### src/rtl/fetch_queue.sv
// fetch_queue: instruction/PC buffer between fetch and decode.
//   Fetch pushes {instr, pc} pairs while decode may stall; an execute-side
//   flush drops every buffered entry. A saturating counter records cycles in
//   which decode was ready but the queue had nothing to give it.
// Ports:
//   clk, rst                 clock, synchronous active-high reset
//   push_valid_i/instr/pc    fetch side; push_ready_o = not full
//   pop_valid_o/instr/pc     decode side head (NOP_INSTR / 0 when empty)
//   pop_ready_i              decode consumes the head this cycle
//   flush_i                  discard all entries (branch redirect)
//   count_o                  occupancy 0..DEPTH
//   starve_cnt_o             saturating decode-starvation cycle count
module fetch_queue #(
    parameter int              DEPTH      = 4,
    parameter int              DATA_WIDTH = 32,
    parameter logic [DATA_WIDTH-1:0] NOP_INSTR = 32'h0000_0013
) (
    input  logic                       clk,
    input  logic                       rst,
    input  logic                       push_valid_i,
    input  logic [DATA_WIDTH-1:0]      push_instr_i,
    input  logic [DATA_WIDTH-1:0]      push_pc_i,
    output logic                       push_ready_o,
    output logic                       pop_valid_o,
    output logic [DATA_WIDTH-1:0]      pop_instr_o,
    output logic [DATA_WIDTH-1:0]      pop_pc_o,
    input  logic                       pop_ready_i,
    input  logic                       flush_i,
    output logic [$clog2(DEPTH):0]     count_o,
    output logic [31:0]                starve_cnt_o
);
    localparam int PTR_W = $clog2(DEPTH);
    localparam int CNT_W = PTR_W + 1;

    typedef struct packed {
        logic [DATA_WIDTH-1:0] instr;
        logic [DATA_WIDTH-1:0] pc;
    } entry_t;

    entry_t             mem_q [DEPTH];
    entry_t             mem_d [DEPTH];
    logic [PTR_W-1:0]   rd_ptr_q, rd_ptr_d;
    logic [PTR_W-1:0]   wr_ptr_q, wr_ptr_d;
    logic [CNT_W-1:0]   count_q, count_d;
    logic [31:0]        starve_q, starve_d;

    logic push_fire, pop_fire;

    // Ready/valid come from registered occupancy only; a full queue refuses
    // a push even if decode pops in the same cycle.
    assign push_ready_o = (count_q != CNT_W'(DEPTH));
    assign pop_valid_o  = (count_q != '0);
    assign pop_instr_o  = pop_valid_o ? mem_q[rd_ptr_q].instr : NOP_INSTR;
    assign pop_pc_o     = pop_valid_o ? mem_q[rd_ptr_q].pc    : '0;
    assign count_o      = count_q;
    assign starve_cnt_o = starve_q;

    assign push_fire = push_valid_i & push_ready_o;
    assign pop_fire  = pop_ready_i & pop_valid_o;

    always_comb begin
        mem_d    = mem_q;
        rd_ptr_d = rd_ptr_q;
        wr_ptr_d = wr_ptr_q;
        count_d  = count_q;
        starve_d = starve_q;

        // Starvation is sampled on the pre-edge state; a flush cycle is
        // excluded, and the counter survives flushes.
        if (pop_ready_i && !pop_valid_o && !flush_i && (starve_q != '1))
            starve_d = starve_q + 32'd1;

        if (flush_i) begin
            rd_ptr_d = '0;
            wr_ptr_d = '0;
            count_d  = '0;
        end else begin
            if (push_fire) begin
                mem_d[wr_ptr_q] = '{instr: push_instr_i, pc: push_pc_i};
                wr_ptr_d        = wr_ptr_q + 1'b1;  // power-of-two wrap
            end
            if (pop_fire)
                rd_ptr_d = rd_ptr_q + 1'b1;
            case ({push_fire, pop_fire})
                2'b10:   count_d = count_q + 1'b1;
                2'b01:   count_d = count_q - 1'b1;
                default: count_d = count_q;
            endcase
        end
    end

    always_ff @(posedge clk) begin
        if (rst) begin
            rd_ptr_q <= '0;
            wr_ptr_q <= '0;
            count_q  <= '0;
            starve_q <= '0;
        end else begin
            rd_ptr_q <= rd_ptr_d;
            wr_ptr_q <= wr_ptr_d;
            count_q  <= count_d;
            starve_q <= starve_d;
        end
    end

    // Storage needs no reset: it is only read when count says it is valid.
    always_ff @(posedge clk) begin
        mem_q <= mem_d;
    end

endmodule

### config.mk
export PLATFORM = sky130hd
export DESIGN_NAME = fetch_queue
export DESIGN_NICKNAME = d
export VERILOG_FILES = /design/src/rtl/fetch_queue.sv
export SDC_FILE = /design/constraint.sdc
export NUM_CORES = 1
export LEC_CHECK = 0
export CAP_MARGIN = 10
export CORE_MARGIN = 3
export CORE_UTILIZATION = 55
export DETAILED_ROUTE_END_ITERATION = 12
export PLACE_DENSITY = 0.88
export SETUP_SLACK_MARGIN = 0.05
export SLEW_MARGIN = 20
export SYNTH_ARGS = -nofsm -noshare
export SYNTH_HDL_FRONTEND = slang
export SYNTH_SLANG_ARGS = --single-unit
### constraint.sdc
create_clock -name clk -period 6.6 [get_ports clk]
set_input_delay 0.99 -clock clk [delete_from_list [all_inputs] [get_ports clk]]
set_output_delay 0.99 -clock clk [all_outputs]
set_load 0.05 [all_outputs]
== Word level (Yosys, flattened, before mapping) ==
Index checks and enable logic that the tools add are counted.
Storage, ports and cells
  register bits after elaboration: 295
  bits in latches: 0
  memory bits (writable): 0
  ROM bits: 0
  input bits: 69
  output and inout port bits: 101
  word-level logic and storage cells: 48
  memories: 0
Operators by class
  $add $sub $neg: 5
  $mul: 0
  divide/modulo/power cells: 0
  order comparisons: 3
  equality and inequality tests: 4
  shift operators: 0
  muxes and demuxes: 9
  bitwise operators: 5
  reduce and logical (&&, ||, !) cells: 10
Operators by type and width (count)
  bitwise mux 256 bit: 1
  two-way mux 64 bit: 3
  binary-select mux 64 bit (select 2 bit): 1
  demux 64 bit (select 2 bit): 1
  two-way mux 32 bit: 2
  adder 32 x 1 -> 32 bit, second input constant: 1
  != test 32 bit, second input constant: 1
  >= comparator 3 bit, second input constant: 2
  inverter 2 -> 3 bit: 2
  case mux 3 bit (2 select lines): 1
  adder 2 x 1 -> 2 bit, second input constant: 2
  logical AND 1 bit: 4
  adder 3 x 1 -> 3 bit, second input constant: 1
  < comparator 3 x 1 -> 1 bit, second input constant: 1
  != test 3 bit, second input constant: 1
  nonzero test 3 bit: 1
  subtractor 3 x 1 -> 3 bit, second input constant: 1
  AND 1 bit: 2
  equality test 2 x 1 -> 1 bit, second input constant: 1
  equality test 2 bit, second input constant: 1
  logical NOT 1 bit: 2
  AND reduction 2 bit: 1
  nonzero test 2 bit: 1
  OR reduction 2 bit: 1
  inverter 1 bit: 1

== Logic depth before layout (Yosys ltp) ==
  word-level depth: 6
  gate-level depth with buffers: 10
  depth with buffers taken out: 9

== Worst setup path before layout ==
OpenSTA, ideal clock, no wires.
  path kind: flip-flop to flip-flop
  start: register count_q[0] (netlist: count_o[0])
  end: register mem_q[0] (netlist name) (enable)
  data arrival time: 3.240 ns
  data required time: 6.171 ns
  slack: 2.931 ns
  cell stages (with the launch flop): 6
  buffers on the path: 0
  clock period less this slack: 3.669 ns
  cells stage by stage: dfxtp_1 -> inv_1 -> nand3_1 -> nand2_1 -> nor2_1 -> and2_1
On the way
  longest elaborated chain between the ends: 3
RTL lines
  from (decl): line 44  | logic [CNT_W-1:0] count_q, count_d;
  from (signal assigned): line 101  | count_q <= count_d;
  != test 3 bit: line 51  | assign push_ready_o = (count_q != CNT_W'(DEPTH));
  via push_ready_o: line 23  | output logic push_ready_o,
  AND 1 bit: line 58  | assign push_fire = push_valid_i & push_ready_o;
  AND reduction 2 bit (no line)
  to (signal assigned): line 108  | mem_q <= mem_d;
  to (decl): line 40  | entry_t mem_q [DEPTH];
The timed path passes the listed nets, and every way through them passes these cells.
A chain may end at the register's enable or synchronous reset.

== Final worst setup path ==
  start: register rd_ptr_q[0]
  end: output port pop_pc_o[1]
On the way
  longest elaborated chain between the ends: 5
RTL lines
  from (decl): line 42  | logic [PTR_W-1:0] rd_ptr_q, rd_ptr_d;
  from (signal assigned): line 99  | rd_ptr_q <= rd_ptr_d;
  inverter 2 -> 3 bit (implied by the code): line 54  | assign pop_pc_o = pop_valid_o ? mem_q[rd_ptr_q].pc : '0;
  binary-select mux 64 bit (select 2 bit): line 54
  two-way mux 64 bit (implied by the code) (2 in series): line 54
  two-way mux 32 bit: line 54
  to (decl): line 26  | output logic [DATA_WIDTH-1:0] pop_pc_o,
No other way between the ends. The select of a mux whose other input is x is not followed.

==> impl_metrics.env <==
export IMPL_postCtsSetupRepairBufs=0
export IMPL_critPathMaxStageDelay_ns=0.97
export IMPL_ys_types=41
export IMPL_finClkSkew_ns=0.00651
export IMPL_post_cts_resize_count=0
export IMPL_p_per_area_nw_per_um2=269
export IMPL_drc_errors=0
export IMPL_post_route_min_period_ns=4.52
export IMPL_wirelength_um=23500
export IMPL_nets=895
export IMPL_avgRoutedWirePerCell_um=21.2
export IMPL_yosysTopAreaCell="edfxtp_1"
export IMPL_setup_tns_ns=0
export IMPL_place_gp_congestion=0.806
export IMPL_crit_chain="buf_4, mux4_2, and2_1, clkdlybuf4s50_1"
export IMPL_final_common_cell="edfxtp_1"
export IMPL_synth_cells=643
export IMPL_grt_usage_pct=20.8
export IMPL_synth_edf_count=256
export IMPL_fillers=1331
export IMPL_ant_nets=0
export IMPL_coreArea_um2=20600
export IMPL_crit_arrival_ns=3.53
export IMPL_crit_path_top_delay_cell="dfxtp_4"
export IMPL_clkTransAtPathRegs_ns=0.06
export IMPL_htree_levels=1
export IMPL_first_global_vias=6656
export IMPL_cts_buffer_depth=3
export IMPL_dpl_cell_area_um2=13600
export IMPL_ys_top_cells_by_area="edfxtp_1, mux4_2, dfxtp_1"
export IMPL_dieArea_um2=23000
export IMPL_relSlewSlack_pct=32.3
export IMPL_start_kind="register"
export IMPL_ys_seq_area_share_pct=72.5
export IMPL_finalSetupViolCount=0
export IMPL_cts_made_buffers=30
export IMPL_first_pass_iters=4
export IMPL_leakagePower_nw=4.54
export IMPL_via_per_inst=5.74
export IMPL_yosysWarnings=0
export IMPL_crit_fanout=47
export IMPL_clk_latency_ns=0.53
export IMPL_cp_end_kind="output port"
export IMPL_required_ns=5.61
export IMPL_cts_root_buf="clkbuf_16"
export IMPL_cp_buffers_inverters=2
export IMPL_vias=6384
export IMPL_row_count=52
export IMPL_hold_viol=0
export IMPL_crit_family="buffers and inverters"
export IMPL_port_buffers=169
export IMPL_vdd_drop_max_v=0.000243
export IMPL_tightest_slew_ns=1.02
export IMPL_r2r_setup_slack_ns=3.31
export IMPL_antenna_cells=0
export IMPL_finalMaxSlewViolations=0
export IMPL_fin_area_um2=14500
export IMPL_seqCellArea_um2=8480
export IMPL_ys_seq_elements=295
export IMPL_overflow=0
export IMPL_hold_buffers=0
export IMPL_dpl_hpwl_um=13500
export IMPL_synth_nets=719
export IMPL_layout_common_cells="edfxtp_1, clkdlybuf4s50_1, and2_1, mux4_2, dfxtp_1"
export IMPL_async_flop_share_pct=0
export IMPL_cap_violations=0
export IMPL_ios=170
export IMPL_grt_start_max_net_pins=67
export IMPL_fmax_ghz=0.221
export IMPL_min_path_type="reg -> reg"
export IMPL_multiInputGateArea_um2=3070
export IMPL_synth_top_area_share_pct=65.8
export IMPL_status="complete, no violations"
export IMPL_area_growth_pct=24.4
export IMPL_power_total_w=0.00391
export IMPL_synth_ff_type="edfxtp_1"
export IMPL_drtIter0Drc=367
export IMPL_worst_setup_path_type="reg -> out"
export IMPL_antenna_found_initial=0
export IMPL_initial_core_util_pct=56.8
export IMPL_die_w_um=152
export IMPL_grt_pass1_wl_um=37100
export IMPL_die_h_um=152
export IMPL_avgSynthCellArea_um2=18.2
export IMPL_tritoncts="built"
export IMPL_syn_area_um2=11700
export IMPL_period_share_pct=68.5
export IMPL_clkSinkCount=295
export IMPL_drive_above_1_share_pct=16.2
export IMPL_rsz0062_at_grt="false"
[metrics by stage]
stage	instances	util (%)	hold slack, ns	worst slack (ns)
after floorplan	643	-	0.469	2.93
after global placement	1057	66.3	0.475	2.60
after detailed placement	1057	66.3	0.485	2.56
after CTS	1112	70.7	0.496	1.97
after global routing	1112	70.7	0.526	1.80
final	1112	70.7	0.497	2.08
[where the power goes]
group / switching (W) / leakage (nW) / total, W / internal, W
combinational: 0.000188 / 1.45 / 0.000312 / 0.000124
clock: 0.000679 / 0.442 / 0.00153 / 0.000853
sequential: 0.0000132 / 2.64 / 0.00207 / 0.00206
[tightest hold or removal path: cells and delay by family (launching register included)]
| family | cells | cell delay [ns] |
|---|---|---|
| AND/OR/NAND/NOR | 1 | 0.06 |
| flip-flops | 1 | 0.34 |
| AO/OA/AOI/OAI | 1 | 0.05 |
[worst paths after layout]
check,startpoint,to,cells past startpoint
min,wr_ptr_q[1]$_SDFFE_PP0P_,wr_ptr_q[1]$_SDFFE_PP0P_,2
max,rd_ptr_q[0]$_SDFFE_PP0P_,pop_pc_o[1],4
max reg2reg,count_o[2]$_SDFFE_PP0P_,starve_cnt_o[27]$_SDFFE_PP0P_,6
min reg2reg,wr_ptr_q[1]$_SDFFE_PP0P_,wr_ptr_q[1]$_SDFFE_PP0P_,2
[registers in the layout, summed over array words and instances (netlist names)]
signal	count
mem_q	256
wr_ptr_q	2
count_o	3
rd_ptr_q	2
starve_cnt_o	32
[cells in the mapped netlist, types with 4 or more instances]
master and instances:
a21oi_1 24, and2_1 68, buf_1 5, buf_2 5, clkbuf_1 16, dfxtp_1 39, edfxtp_1 256, ha_1 6
inv_1 9, mux4_2 64, nand2_1 20, nand3_1 9, nand4_1 8, nor2_1 21, nor2b_1 4, o21ai_0 18
o31ai_1 5, or2_2 4, or3_1 17, or4_1 6, xnor2_1 5, xor2_1 7
[routing by layer]
layer / share of wire, % / wire length [um] / track usage (%)
met2: 50 / 11800 / 34.5
met4: 1.9 / 449 / 4.90
met1: 40 / 9520 / 28.8
met3: 7.7 / 1810 / 4.31
met5: 0 / 0 / 0
[cells by family (layout without fill, tap and decap cells)]
group                    Yosys count  in the layout  share of synthesized area, %
AO/OA/AOI/OAI                     52             52                          2.79
XOR/XNOR                          12             12                         0.900
adder cells (fa/ha/maj)            7              7                         0.814
buffers and inverters             37            236                          1.25
flip-flops                       295            295                          72.5
multiplexers                      67             67                          12.6
AND/OR/NAND/NOR                  173            173                          9.12
[final cells by class]
class	instances	area share [%]
Clock buffer	34	5.42
Clock inverter	21	0.766
Timing Repair Buffer	171	11.7
Tap cell	270	2.32
Inverter	10	0.267
Multi-Input combinational cell	311	21.2
Sequential cell	295	58.3
(Power assumes the default switching activity.)
